## config.mk

```make
export PLATFORM = sky130hd
export DESIGN_NAME = muldiv_sequencer
export DESIGN_NICKNAME = d
export VERILOG_FILES = /design/src/rtl/muldiv_pkg.sv /design/src/rtl/muldiv_step.sv /design/src/rtl/muldiv_sequencer.sv
export SDC_FILE = /design/constraint.sdc
export NUM_CORES = 1
export LEC_CHECK = 0
export CORE_UTILIZATION = 25
export DETAILED_ROUTE_END_ITERATION = 6
export DONT_BUFFER_PORTS = 1
export HOLD_SLACK_MARGIN = 0.03
export SLEW_MARGIN = 20
export SYNTH_ARGS = -nofsm -noshare
export SYNTH_HDL_FRONTEND = slang
export SYNTH_SLANG_ARGS = --single-unit
```

## constraint.sdc

```tcl
create_clock -name clk -period 8.98 [get_ports clk]
set_input_delay 2.245 -clock clk [delete_from_list [all_inputs] [get_ports clk]]
set_output_delay 2.245 -clock clk [all_outputs]
set_load 0.02 [all_outputs]
```

## src/rtl/muldiv_pkg.sv

```systemverilog
// Shared types and helpers for the RV32M multiply/divide sequencer.
// Provides the FSM state enum, funct3 encodings and operand signedness decode.
package muldiv_pkg;

    typedef enum logic [2:0] {
        IDLE,
        PREP,
        CALC,
        FIX,
        DONE
    } muldiv_state_t;

    localparam logic [2:0] F3_MUL    = 3'b000;
    localparam logic [2:0] F3_MULH   = 3'b001;
    localparam logic [2:0] F3_MULHSU = 3'b010;
    localparam logic [2:0] F3_MULHU  = 3'b011;
    localparam logic [2:0] F3_DIV    = 3'b100;
    localparam logic [2:0] F3_DIVU   = 3'b101;
    localparam logic [2:0] F3_REM    = 3'b110;
    localparam logic [2:0] F3_REMU   = 3'b111;

    function automatic logic is_signed_a(input logic [2:0] f);
        return (f == F3_MUL) || (f == F3_MULH) || (f == F3_MULHSU) ||
               (f == F3_DIV) || (f == F3_REM);
    endfunction

    function automatic logic is_signed_b(input logic [2:0] f);
        return (f == F3_MUL) || (f == F3_MULH) ||
               (f == F3_DIV) || (f == F3_REM);
    endfunction

    function automatic logic is_div(input logic [2:0] f);
        return f[2];
    endfunction

endpackage

```

## src/rtl/muldiv_step.sv

```systemverilog
// One iteration of the shift-add multiplier / restoring divider (combinational).
// Ports: is_div selects divide; hi/lo accumulator pair and opnd in, hi_nxt/lo_nxt out.
module muldiv_step #(
    parameter int XLEN = 32
) (
    input  logic            is_div,
    input  logic [XLEN-1:0] hi,
    input  logic [XLEN-1:0] lo,
    input  logic [XLEN-1:0] opnd,
    output logic [XLEN-1:0] hi_nxt,
    output logic [XLEN-1:0] lo_nxt
);

    logic [XLEN:0]   sum;
    logic [XLEN:0]   shifted;
    logic [XLEN-1:0] sub;
    logic            ok;

    always_comb begin
        // multiply: lo holds the multiplier, opnd the multiplicand
        sum     = {1'b0, hi} + (lo[0] ? {1'b0, opnd} : '0);
        // divide: lo holds the dividend shifting out and quotient shifting in
        shifted = {hi, lo[XLEN-1]};
        ok      = shifted >= {1'b0, opnd};
        // partial remainder stays below the divisor, so XLEN bits suffice
        sub     = shifted[XLEN-1:0] - opnd;
        if (is_div) begin
            hi_nxt = ok ? sub : shifted[XLEN-1:0];
            lo_nxt = {lo[XLEN-2:0], ok};
        end else begin
            hi_nxt = sum[XLEN:1];
            lo_nxt = {sum[0], lo[XLEN-1:1]};
        end
    end

endmodule

```

## src/rtl/muldiv_sequencer.sv

```systemverilog
// Multi-cycle RV32M multiply/divide unit; holds the CPU via stall until done.
// Ports: clk, rst_n, start, flush, fun3, operand_a, operand_b -> stall, busy, done, result.
// Optional MULDIV_EARLY_OUT_EN: skip CALC when an operand makes the answer trivial.
module muldiv_sequencer
    import muldiv_pkg::*;
#(
    parameter int XLEN = 32
) (
    input  logic            clk,
    input  logic            rst_n,
    input  logic            start,
    input  logic            flush,
    input  logic [2:0]      fun3,
    input  logic [XLEN-1:0] operand_a,
    input  logic [XLEN-1:0] operand_b,
    output logic            stall,
    output logic            busy,
    output logic            done,
    output logic [XLEN-1:0] result
);

    localparam int CW = $clog2(XLEN);

    muldiv_state_t state, state_nxt;

    logic [CW-1:0]     cnt;
    logic [2:0]        f3;
    logic              sgn_a, sgn_b;
    logic [XLEN-1:0]   a_lat, b_lat;
    logic [XLEN-1:0]   hi, lo, opnd;
    logic [XLEN-1:0]   hi_nxt, lo_nxt;
    logic [XLEN-1:0]   result_q;
    logic              busy_q;
    logic              skip;

    logic              div_zero, mul_zero, neg;
    logic [2*XLEN-1:0] prod, prod_s;
    logic [XLEN-1:0]   quo, rem, fix_val;

    muldiv_step #(
        .XLEN(XLEN)
    ) u_step (
        .is_div(is_div(f3)),
        .hi    (hi),
        .lo    (lo),
        .opnd  (opnd),
        .hi_nxt(hi_nxt),
        .lo_nxt(lo_nxt)
    );

`ifdef MULDIV_EARLY_OUT_EN
    assign skip = (b_lat == '0) | (~is_div(f3) & (a_lat == '0));
`else
    assign skip = 1'b0;
`endif

    always_ff @(posedge clk or negedge rst_n) begin
        if (!rst_n) begin
            state <= IDLE;
        end else begin
            state <= state_nxt;
        end
    end

    always_comb begin
        state_nxt = state;
        unique case (state)
            IDLE: if (start) state_nxt = PREP;
            PREP: state_nxt = skip ? FIX : CALC;
            CALC: if (cnt == CW'(XLEN - 1)) state_nxt = FIX;
            FIX:  state_nxt = DONE;
            DONE: state_nxt = IDLE;
            default: state_nxt = IDLE;
        endcase
        if (flush) state_nxt = IDLE;
    end

    always_comb begin
        div_zero = (b_lat == '0);
        mul_zero = (a_lat == '0) | div_zero;
        neg      = sgn_a ^ sgn_b;
        prod     = {hi, lo};
        prod_s   = neg ? -prod : prod;
        // x/0 yields all ones with no sign fix; remainder is the dividend
        quo      = div_zero ? '1 : (neg ? -lo : lo);
        rem      = div_zero ? a_lat : (sgn_a ? -hi : hi);
        fix_val  = '0;
        unique case (f3)
            F3_MUL:
                fix_val = mul_zero ? '0 : prod_s[XLEN-1:0];
            F3_MULH, F3_MULHSU, F3_MULHU:
                fix_val = mul_zero ? '0 : prod_s[2*XLEN-1:XLEN];
            F3_DIV, F3_DIVU:
                fix_val = quo;
            F3_REM, F3_REMU:
                fix_val = rem;
            default:
                fix_val = '0;
        endcase
    end

    always_ff @(posedge clk or negedge rst_n) begin
        if (!rst_n) begin
            cnt      <= '0;
            f3       <= '0;
            sgn_a    <= 1'b0;
            sgn_b    <= 1'b0;
            a_lat    <= '0;
            b_lat    <= '0;
            hi       <= '0;
            lo       <= '0;
            opnd     <= '0;
            result_q <= '0;
            busy_q   <= 1'b0;
        end else begin
            busy_q <= (state_nxt == PREP) || (state_nxt == CALC) ||
                      (state_nxt == FIX);
            unique case (state)
                IDLE: begin
                    if (start && !flush) begin
                        f3    <= fun3;
                        a_lat <= operand_a;
                        b_lat <= operand_b;
                        sgn_a <= is_signed_a(fun3) & operand_a[XLEN-1];
                        sgn_b <= is_signed_b(fun3) & operand_b[XLEN-1];
                    end
                end
                PREP: begin
                    hi   <= '0;
                    lo   <= sgn_a ? -a_lat : a_lat;
                    opnd <= sgn_b ? -b_lat : b_lat;
                    cnt  <= '0;
                end
                CALC: begin
                    hi  <= hi_nxt;
                    lo  <= lo_nxt;
                    cnt <= cnt + CW'(1);
                end
                FIX: begin
                    if (!flush) result_q <= fix_val;
                end
                DONE: begin
                end
                default: begin
                end
            endcase
        end
    end

    assign stall  = (start && state == IDLE) ||
                    (state != IDLE && state != DONE);
    assign busy   = busy_q;
    assign done   = (state == DONE);
    assign result = result_q;

endmodule

```

After elaboration in Yosys (flattened, before gate mapping) --
Index checks and enable logic that the tools add are counted.
Cells by class: $add $sub $neg 8, $lt $le $gt $ge 1, eq/ne operators 20, muxes and demuxes 21, bitwise operators 5, reduce and logical (&&, ||, !) cells 25
Operator list (count):
- two-way mux 32 bit | 12
- negation 32 bit | 4
- case mux 32 bit (2 select lines) | 2
- case mux 32 bit (4 select lines) | 1
- logical NOT 32 bit | 2
- two-way mux 64 bit | 1
- negation 64 bit | 1
- adder 32 x 33 -> 33 bit | 1
- >= comparator 33 x 32 -> 1 bit | 1
- subtractor 32 bit | 1
- == test 3 x 2 -> 1 bit (second input constant) | 7
- == test 3 bit (second input constant) | 7
- == test 3 x 1 -> 1 bit (second input constant) | 4
- case mux 3 bit (4 select lines) | 1
- case mux 5 bit (2 select lines) | 1
- logical NOT 3 bit | 3
- logical OR 1 bit | 9
- two-way mux 3 bit | 3
- adder 5 x 1 -> 5 bit (second input constant) | 1
- == test 5 bit (second input constant) | 1
- AND reduction 2 bit | 2
- OR reduction 2 bit | 2
- logical AND 1 bit | 3
- != test 3 bit (second input constant) | 1
- 8 further kinds | 9
Storage, ports and cells: bits in registers 206, bits of input ports 71, output and inout port bits 35, logic and storage cells 92

Logic depth before layout (Yosys ltp) --
Gate-level depths: netlist of the first run.
word-level depth 7, gate-level depth with buffers 14, mapped depth without buffers 13

Modules after synthesis --
Synthesis of the first run repeated with hierarchy kept, for this count alone.
Unflattened totals: cell total of the unflattened synthesis 1971, area, all modules 16915.0 um2
By module, submodules not included:
- muldiv_sequencer | instances 1, cells an instance 1300, area each 12216.7 um2, sequential area each 5154.9 um2
- muldiv_step | instances 1, cells an instance 671, area each 4698.3 um2, sequential area each 0.0 um2

Least setup slack after synthesis of the first run --
OpenSTA, ideal clock, no wires.
kind input to output, from input start, to output stall, arrival time 2740 ps, slack 3995 ps, stages on the path 2, buffers on the path 0, cell sequence inv_1 o21ai_0
On the way: word-level cells in the longest chain between the ends 2
Ends and longest elaborated chain:
- from (decl) | RTL line muldiv_sequencer.sv:11 | input logic start,
- logical AND 1 bit | RTL line muldiv_sequencer.sv:150 | assign stall = (start && state == IDLE) ||
- logical OR 1 bit | RTL line muldiv_sequencer.sv:150
- to (decl) | RTL line muldiv_sequencer.sv:16 | output logic stall,
Every way passes these cells.

Final worst setup path of the first run --
Same ends and word-level chain as after synthesis.

==> out/metrics.csv, run 1 <==
metric,value,unit
worstSetupEndpointType,output port,
die_area,0.0675,mm^2
firstDrtPassIters,5,
dp_hpwl,40400,um
finalCriticalPeriod,5010,ps
port_buffers,0,
numCtsBuffers,28,
drive_gt1_share,9.10,%
seq_area,0.00516,mm^2
cp_slowest_cell,o21ai_0,
cpLargestDelayFamily,compound AO/OA/AOI/OAI gates,
syn_area_per_cell,8.30,um^2
core,0.0657,mm^2
wire_per_inst,19.4,um
htree_levels,1,
power.density,359,mW/mm^2
fmax,0.200,GHz
final_cell_area,0.0183,mm^2
clock-sinks,206,
gp_congestion,0.924,
final_cells,2799,
cts_setup_buffers,0,
synth_area_leader_cell,dfrtp_1,
grt_start_max_net_pins,207,
cts-root-buf,clkbuf_16,
die_x,260,um
placed_area,0.0173,mm^2
postCtsResizedCells,0,
initial_utilization,25.3,%
synth_area_leaders,"dfrtp_1 31%, xor2_1 6.5%, o21ai_0 5.7%",
drt_wl_total,54400,um
synth_cell_types,83,
finalClockSkew,10.4,ps
ys_seq_elements,206,
max_stage_delay,500,ps
peakVddDrop,0.000188,V
ant_nets,0,
required,6740,ps
final_util,27.9,%
outcome,finished clean,
worstSetupPathType,in2out,
synth-warning-count,0,
grt_util_all_layers,15.9,%
start_kind,primary input,
setup_viol,0,
via_count,14700,
antenna_found_initial,0,
cp_num_buf_inv,1,
grt_pass1_wl,84300,um
rsz0062_at_grt,false,
hp-start,opnd[21],
multi_input_area,0.0107,mm^2
path_cells,"inv_1, o21ai_0",
cts_tree,done,
cts_buffer_depth,3,
worst_pin_slew,1160,ps
drt_iter0_drc,1349,
cp-startpoint,start,
power_leakage,0.00767,uW
synth_edf_count,0,
num_io_pins,106,
core.rowCount,94,
final_nets,2056,
r2r_start,hi[2],
crit_fanout,3,
ys_seq_area_share,31.0,%
grt_overflow,0,
final_max_slew_viol_count,0,
finalHoldViolations,0,
cap_violations,0,
n_fill_cell,7057,
worst_ep_arrival_time,2770,ps
syn_area,0.0166,mm^2
yosys_most_used_dff,dfrtp_1,
viasPerCell,5.25,
drc,0,
fin_setup_tns,0,ps
async_flop_share,100,%
grt_pass1_vias,13800,
insertion_delay,560,ps
post-route-period-util,55.8,%
yosys-top-cells-count,"206 x dfrtp_1, 188 x o21ai_0, 184 x nor2_1",
cts_hold_buf,0,
syn_to_final_growth,10.4,%
synth_top_area_share,31.0,%
worstHoldPathType,reg2reg,
slew_headroom,22.6,%
synth.most_common_cell,dfrtp_1,
clk_pin_slew,60,ps
syn_inst,2000,
synth_nets,2143,
diodes,0,
dieHeight,260,um
dp_cells,2747,
-- power by group --
group / internal [uW] / switching, uW
logic: 1390 / 2060
registers: 1240 / 661
clock network: 774 / 458
-- cells by family (layout without fill, tap and decap cells) --
group | count (synthesis) | after routing | share of synthesized area [%]
xor gates and xnor gates | 200 | 200 | 10.5
and+or+nand+nor | 584 | 584 | 16.8
adders and majority gates | 72 | 72 | 5.52
DFF | 206 | 206 | 31.0
muxes | 133 | 133 | 8.54
AOI/OAI and AO/OA | 604 | 604 | 22.7
buffers and inverters | 201 | 136 | 4.92
-- worst min-delay path, delay by kind of cell (launching register included) --
family	cells	cell delay [ps]
flops	1	340
compound gates	1	60
simple gates	1	50
-- sequential cells by signal, summed over array words and instances, names as in the netlist, 3 cells and up --
| register | flops |
|---|---|
| a_lat | 32 |
| b_lat | 32 |
| hi | 32 |
| lo | 32 |
| opnd | 32 |
| result | 32 |
| cnt | 5 |
| f3 | 3 |
| state | 3 |
-- cell usage in the layout, fill, tap and decap left out, drive strengths merged, types with 12 or more instances in the layout --
master,count
a21oi,144
a22oi,21
or4,16
a31oi,22
mux2,70
nand2,174
xor2,123
xnor2,77
mux2i,63
and3,16
o31ai,31
ha,70
o41ai,12
dfrtp,206
a211oi,27
or3,31
o211ai,39
clkbuf,37
nand4,21
nor4,15
nor3,37
inv,65
buf,19
nor2,184
o22ai,12
nand3,34
o21ai,190
a21o,33
nand2b,15
-- path summary, 6_finish.rpt --
kind                             end  slack (ps)  cells after the start
setup / recovery               stall        3970                      2
hold / removal              opnd[21]         480                      2
setup reg to reg               hi[0]        4980                     10
max in group asynchronous      sgn_a        7260                      0
min in group asynchronous  result[9]        1390                      0
hold reg to reg             opnd[21]         480                      2
-- metal layers --
layer	wire [um]	up-vias	share of wire (%)	global-route usage [%]
li1	-	7084	-	-
met3	4130	64	7.6	3.36
met2	23300	497	43	23.8
met5	0	-	0	0
met4	1100	0	2.0	3.81
met1	25800	7046	47	23.1
-- area by class of cell --
type | count | area share (%)
Inverter | 65 | 1.34
Tap cell | 864 | 5.90
Multi-Input combinational cell | 1593 | 58.3
Clock inverter | 15 | 1.21
Clock buffer | 37 | 4.39
Sequential cell | 206 | 28.1
Timing Repair Buffer | 19 | 0.778
-- metrics by stage --
| stage | hold WS, ps | worst slack (ps) | total power (uW) |
|---|---|---|---|
| final | 478 | 3970 | 6580 |
| after global routing | 502 | 3950 | 7070 |
| after CTS | 484 | 3960 | 6560 |
| after detailed placement | 470 | 3960 | 5300 |
| after global placement | 460 | 3960 | 5290 |
| after floorplan | 449 | 3990 | 4310 |
(Power assumes the default switching activity.)
==> run 2: changes to the inputs <==
==> constraint.sdc (replaced) <==
create_clock -name clk -period 4 [get_ports clk]
set_input_delay 1 -clock clk [delete_from_list [all_inputs] [get_ports clk]]
set_output_delay 1 -clock clk [all_outputs]
set_load 0.02 [all_outputs]
==> run 2 against run 1 <==
Clock-buffer cell count is 5 lower. Worst hold slack worse by 320 ps. Wire length is 5.4% higher. Clock power is 120% higher. Critical endpoint is now result[14]. Largest power group unchanged. Highest routed layer unchanged.
==> out/metrics.csv, run 2 (synthesis gave the netlist of run 1 again) <==
metric,value,unit
wire_per_inst,20.2,um
clock-sinks,206,
finalClockSkew,18.4,ps
core.rowCount,94,
grt_start_max_net_pins,207,
fin_setup_tns,0,ps
placed_area,0.0177,mm^2
worst_pin_slew,1040,ps
final_nets,2100,
htree_levels,1,
worst_ep_arrival_time,4200,ps
highest_layer,met4,
die_x,260,um
start_kind,flip-flop,
required,4430,ps
crit_fanout,30,
port_buffers,0,
diodes,0,
worstSetupPathType,reg2reg,
met1Wirelength,26300,um
power_leakage,0.00789,uW
peakVddDrop,0.000382,V
via_count,15100,
die_area,0.0675,mm^2
setup_viol,0,
p_int,7790,uW
firstDrtPassIters,6,
final_cell_area,0.0187,mm^2
place_ws,362,ps
outcome,finished clean,
numCtsBuffers,27,
seqPwrFrac,27.5,%
grt_overflow,0,
worstReg2RegEnd,result[14],
routed-wl-met3,4530,um
slew_headroom,30.2,%
cp-startpoint,a_lat[0],
grt_util_all_layers,16.8,%
drc,0,
drive_gt1_share,10.9,%
pwr-share-comb,54.6,%
worstHoldPathType,in2async,
insertion_delay,580,ps
power.density,808,mW/mm^2
cts-root-buf,clkbuf_16,
antenna_found_initial,0,
grt_pass1_wl,88200,um
cts_buffer_depth,3,
syn_to_final_growth,12.4,%
rsz0062_at_grt,false,
worst_slack,229,ps
holdWs,155,ps
grt_pass1_vias,14300,
dp_hpwl,43400,um
r2r_start,a_lat[0],
swShare,48.4,%
clk_pin_slew,60,ps
drt_iter0_drc,1477,
worstSetupEndpointType,flip-flop,
ant_nets,0,
drt_wl_total,57400,um
post-route-period-util,94.3,%
finalHoldViolations,0,
reg2regPathDepth,11,
fmax,0.265,GHz
cts_hold_buf,0,
viasPerCell,5.32,
cts_setup_buffers,0,
cap_violations,0,
wl_met2,25400,um
initial_utilization,25.3,%
final_common_cell,dfrtp_1,
postCtsResizedCells,0,
p_clk_share,17.9,%
reg2reg_setup_slack,230,ps
finalCriticalPeriod,3770,ps
dieHeight,260,um
mostFrequentLayoutCells,"204 x dfrtp_1, 188 x o21ai_0, 183 x nor2_1",
cts_tree,done,
gp_congestion,0.952,
num_io_pins,106,
core,0.0657,mm^2
final_max_slew_viol_count,0,
p_sw,7300,uW
-- run 2: cell types whose count changed in the layout (fill, tap and decap cells not counted), moves of 2 or more --
cell	change
clkbuf_16	-2
buf_12	+4
buf_4	+41
clkbuf_8	-4
inv_6	+2
-- run 2: through the flow --
stage          util [%]  cells  power (uW)
4_1_cts            28.4   2841       15000
3_5_place_dp       26.9   2792       12300
5_1_grt            28.4   2841       16200
3_3_place_gp       26.9   2792       12200
2_1_floorplan         -   2000        9670
6_report           28.4   2841       15100
-- run 2: final cells by class --
type / count / area, um^2
well taps: 864 / 1080
fillers: 6984 / 47100
inverters: 65 / 246
repair buffers: 64 / 531
multi-input cells: 1593 / 10700
flip-flops and latches: 206 / 5160
clock inverters: 17 / 262
clock buffers: 32 / 704
-- run 2: how the worst max path moves through the flow --
stage | end | slack, ps
5_1_grt | result[14] | 80
4_1_cts | result[12] | 340
6_report | result[14] | 230
3_5_place_dp | result[12] | 360
2_1_floorplan | hi[20] | 820
3_3_place_gp | hi[28] | 430
-- run 2: metal layers --
layer	track usage (%)	up-vias
met5	0	-
met2	25.9	539
met4	3.94	0
met1	24.1	7344
met3	3.11	71
li1	-	7158
-- run 2: worst max-delay path, stage by stage, from the launching register on --
cell and delay (ps):
dfrtp_1 420, inv_1 100, ha_1 170, or3b_2 510, nor4bb_1 540, nand4_1 350
o41a_1 450, a31oi_2 250, buf_12 220, a21oi_1 70, nor3_1 390, a21oi_1 140
-- run 2: power groups by stage --
stage	clock network [uW]	registers (uW)	logic, uW
floorplan	0	3590	6070
global placement	0	4170	8060
detailed placement	0	4180	8080
CTS	2750	4150	8120
global route	2840	4270	9050
finish	2700	4150	8230
==> run 3: changes to the inputs <==
--- a/config.mk
+++ b/config.mk
@@ -7,7 +7,6 @@
 export LEC_CHECK = 0
 export CORE_UTILIZATION = 25
 export DETAILED_ROUTE_END_ITERATION = 6
-export DONT_BUFFER_PORTS = 1
 export HOLD_SLACK_MARGIN = 0.03
 export SLEW_MARGIN = 20
 export SYNTH_ARGS = -nofsm -noshare
==> constraint.sdc (replaced) <==
create_clock -name clk -period 3.8 [get_ports clk]
set_input_delay 0.95 -clock clk [delete_from_list [all_inputs] [get_ports clk]]
set_output_delay 0.95 -clock clk [all_outputs]
set_load 0.02 [all_outputs]
==> run 3 against run 2 <==
The flow now finishes with violations (DRC). Clock power increased by 7%. Non-clock buffer count increased by 118. Critical path type unchanged. Largest cell class unchanged. Setup slack improved by 110 ps. Flip-flop and latch count unchanged.
==> out/metrics.csv, run 3 (synthesis gave the netlist of run 1 again) <==
metric,value,unit
outcome,finished with violations,
violations,DRC,
firstDrtPassIters,7,
finalCriticalPeriod,3470,ps
grt_util_all_layers,16.6,%
worst_slack,334,ps
drt_iter0_drc,1435,
core,0.0657,mm^2
die_area,0.0675,mm^2
worstSetupPathType,reg2reg,
post-route-period-util,91.2,%
wire_per_inst,19.3,um
cts-root-buf,clkbuf_16,
worst_pin_slew,851,ps
place_ws,392,ps
reg2regPathDepth,13,
htree_levels,1,
power.density,828,mW/mm^2
fin_setup_tns,0,ps
viasPerCell,5.26,
clock-sinks,206,
finalHoldViolations,0,
r2r_start,lo[31],
drive_gt1_share,11.0,%
numCtsBuffers,27,
worstReg2RegEnd,hi[30],
initial_utilization,25.3,%
grt_overflow,0,
ant_nets,0,
finalClockSkew,24.8,ps
insertion_delay,580,ps
cts_hold_buf,0,
gp_congestion,0.923,
core.rowCount,94,
die_x,260,um
mostFrequentLayoutCells,"204 x dfrtp_1, 188 x o21ai_0, 183 x nor2_1",
diodes,0,
dp_hpwl,43900,um
final_max_slew_viol_count,0,
grt_start_max_net_pins,61,
n_fill_cell,6953,
cts_tree,done,
crit_fanout,4,
crit_path_end,hi[30],
multi_input_area,0.0107,mm^2
final_nets,2218,
rsz0062_at_grt,false,
drc,1,
setup_viol,0,
peakVddDrop,0.000495,V
grt_pass1_wl,88200,um
port_buffers,105,
worst_ep_arrival_time,3940,ps
syn_to_final_growth,19.9,%
start_kind,flip-flop,
num_io_pins,106,
antenna_found_initial,0,
reg2reg_setup_slack,330,ps
cts_buffer_depth,3,
final_util,30.3,%
cap_violations,0,
via_count,15600,
slew_headroom,43.2,%
power_leakage,0.00841,uW
drt_wl_total,57100,um
worstSetupEndpointType,flip-flop,
required,4280,ps
final_common_cell,dfrtp_1,
worstHoldPathType,in2async,
seq_area,0.00516,mm^2
clk_pin_slew,60,ps
grt_pass1_vias,14600,
cp-startpoint,lo[31],
dieHeight,260,um
fmax,0.289,GHz
[run 3: metrics by stage]
step / cells / hold WS [ps] / power, uW / cell area, um^2
3_3_place_gp: 2910 / 461 / 13400 / 18900
4_1_cts: 2959 / 332 / 16400 / 19900
6_report: 2959 / 343 / 16500 / 19900
3_5_place_dp: 2910 / 470 / 13500 / 18900
2_1_floorplan: 2000 / 449 / 10200 / 16600
5_1_grt: 2959 / 369 / 17600 / 19900
[run 3: repair_timing]
action / CTS / global route
endpoints found under the setup margin: 0 / 2
resized for setup: 0 / 1
buffers inserted: 0 / 0
endpoints found under the hold margin: 0 / 0
[run 3: worst min-delay path by stage]
stage,startpoint,endpoint,slack [ps]
global route,rst_n,hi[14],370
global placement,opnd[29],opnd[29],460
detailed placement,opnd[17],opnd[17],470
CTS,rst_n,hi[14],330
finish,rst_n,a_lat[6],340
floorplan,cnt[3],cnt[3],450
[run 3: final cells by class]
cell class	count	area share [%]
clock buffer	31	3.52
sequential	206	25.9
timing repair buffer	182	8.83
inverter	65	1.24
clock inverter	18	1.46
multi-input combinational	1593	53.6
tap	864	5.43
[run 3: per-layer routing]
| layer | wire, um | global-route usage [%] | share of wire [%] | vias up |
|---|---|---|---|---|
| li1 | - | - | - | 7401 |
| met1 | 27600 | 25.0 | 48 | 7546 |
| met2 | 24700 | 24.9 | 43 | 524 |
| met3 | 3540 | 1.91 | 6.2 | 85 |
| met4 | 1300 | 4.07 | 2.3 | 0 |
| met5 | 0 | 0 | 0 | - |
[run 3: report_power, final]
part / internal, uW / switching (uW)
Combinational: 3950 / 5560
Sequential: 2940 / 1140
Clock: 1810 / 1090
[run 3: critical path, stage by stage, from the launching register on]
cell	delay (ps)
dfrtp_1	400
inv_1	180
ha_1	210
inv_1	60
fa_1	410
a21o_1	200
a211oi_1	290
a211o_1	320
o2111ai_1	300
a2111oi_0	500
a211oi_1	90
nand3_1	110
mux2i_1	120
a31oi_1	190
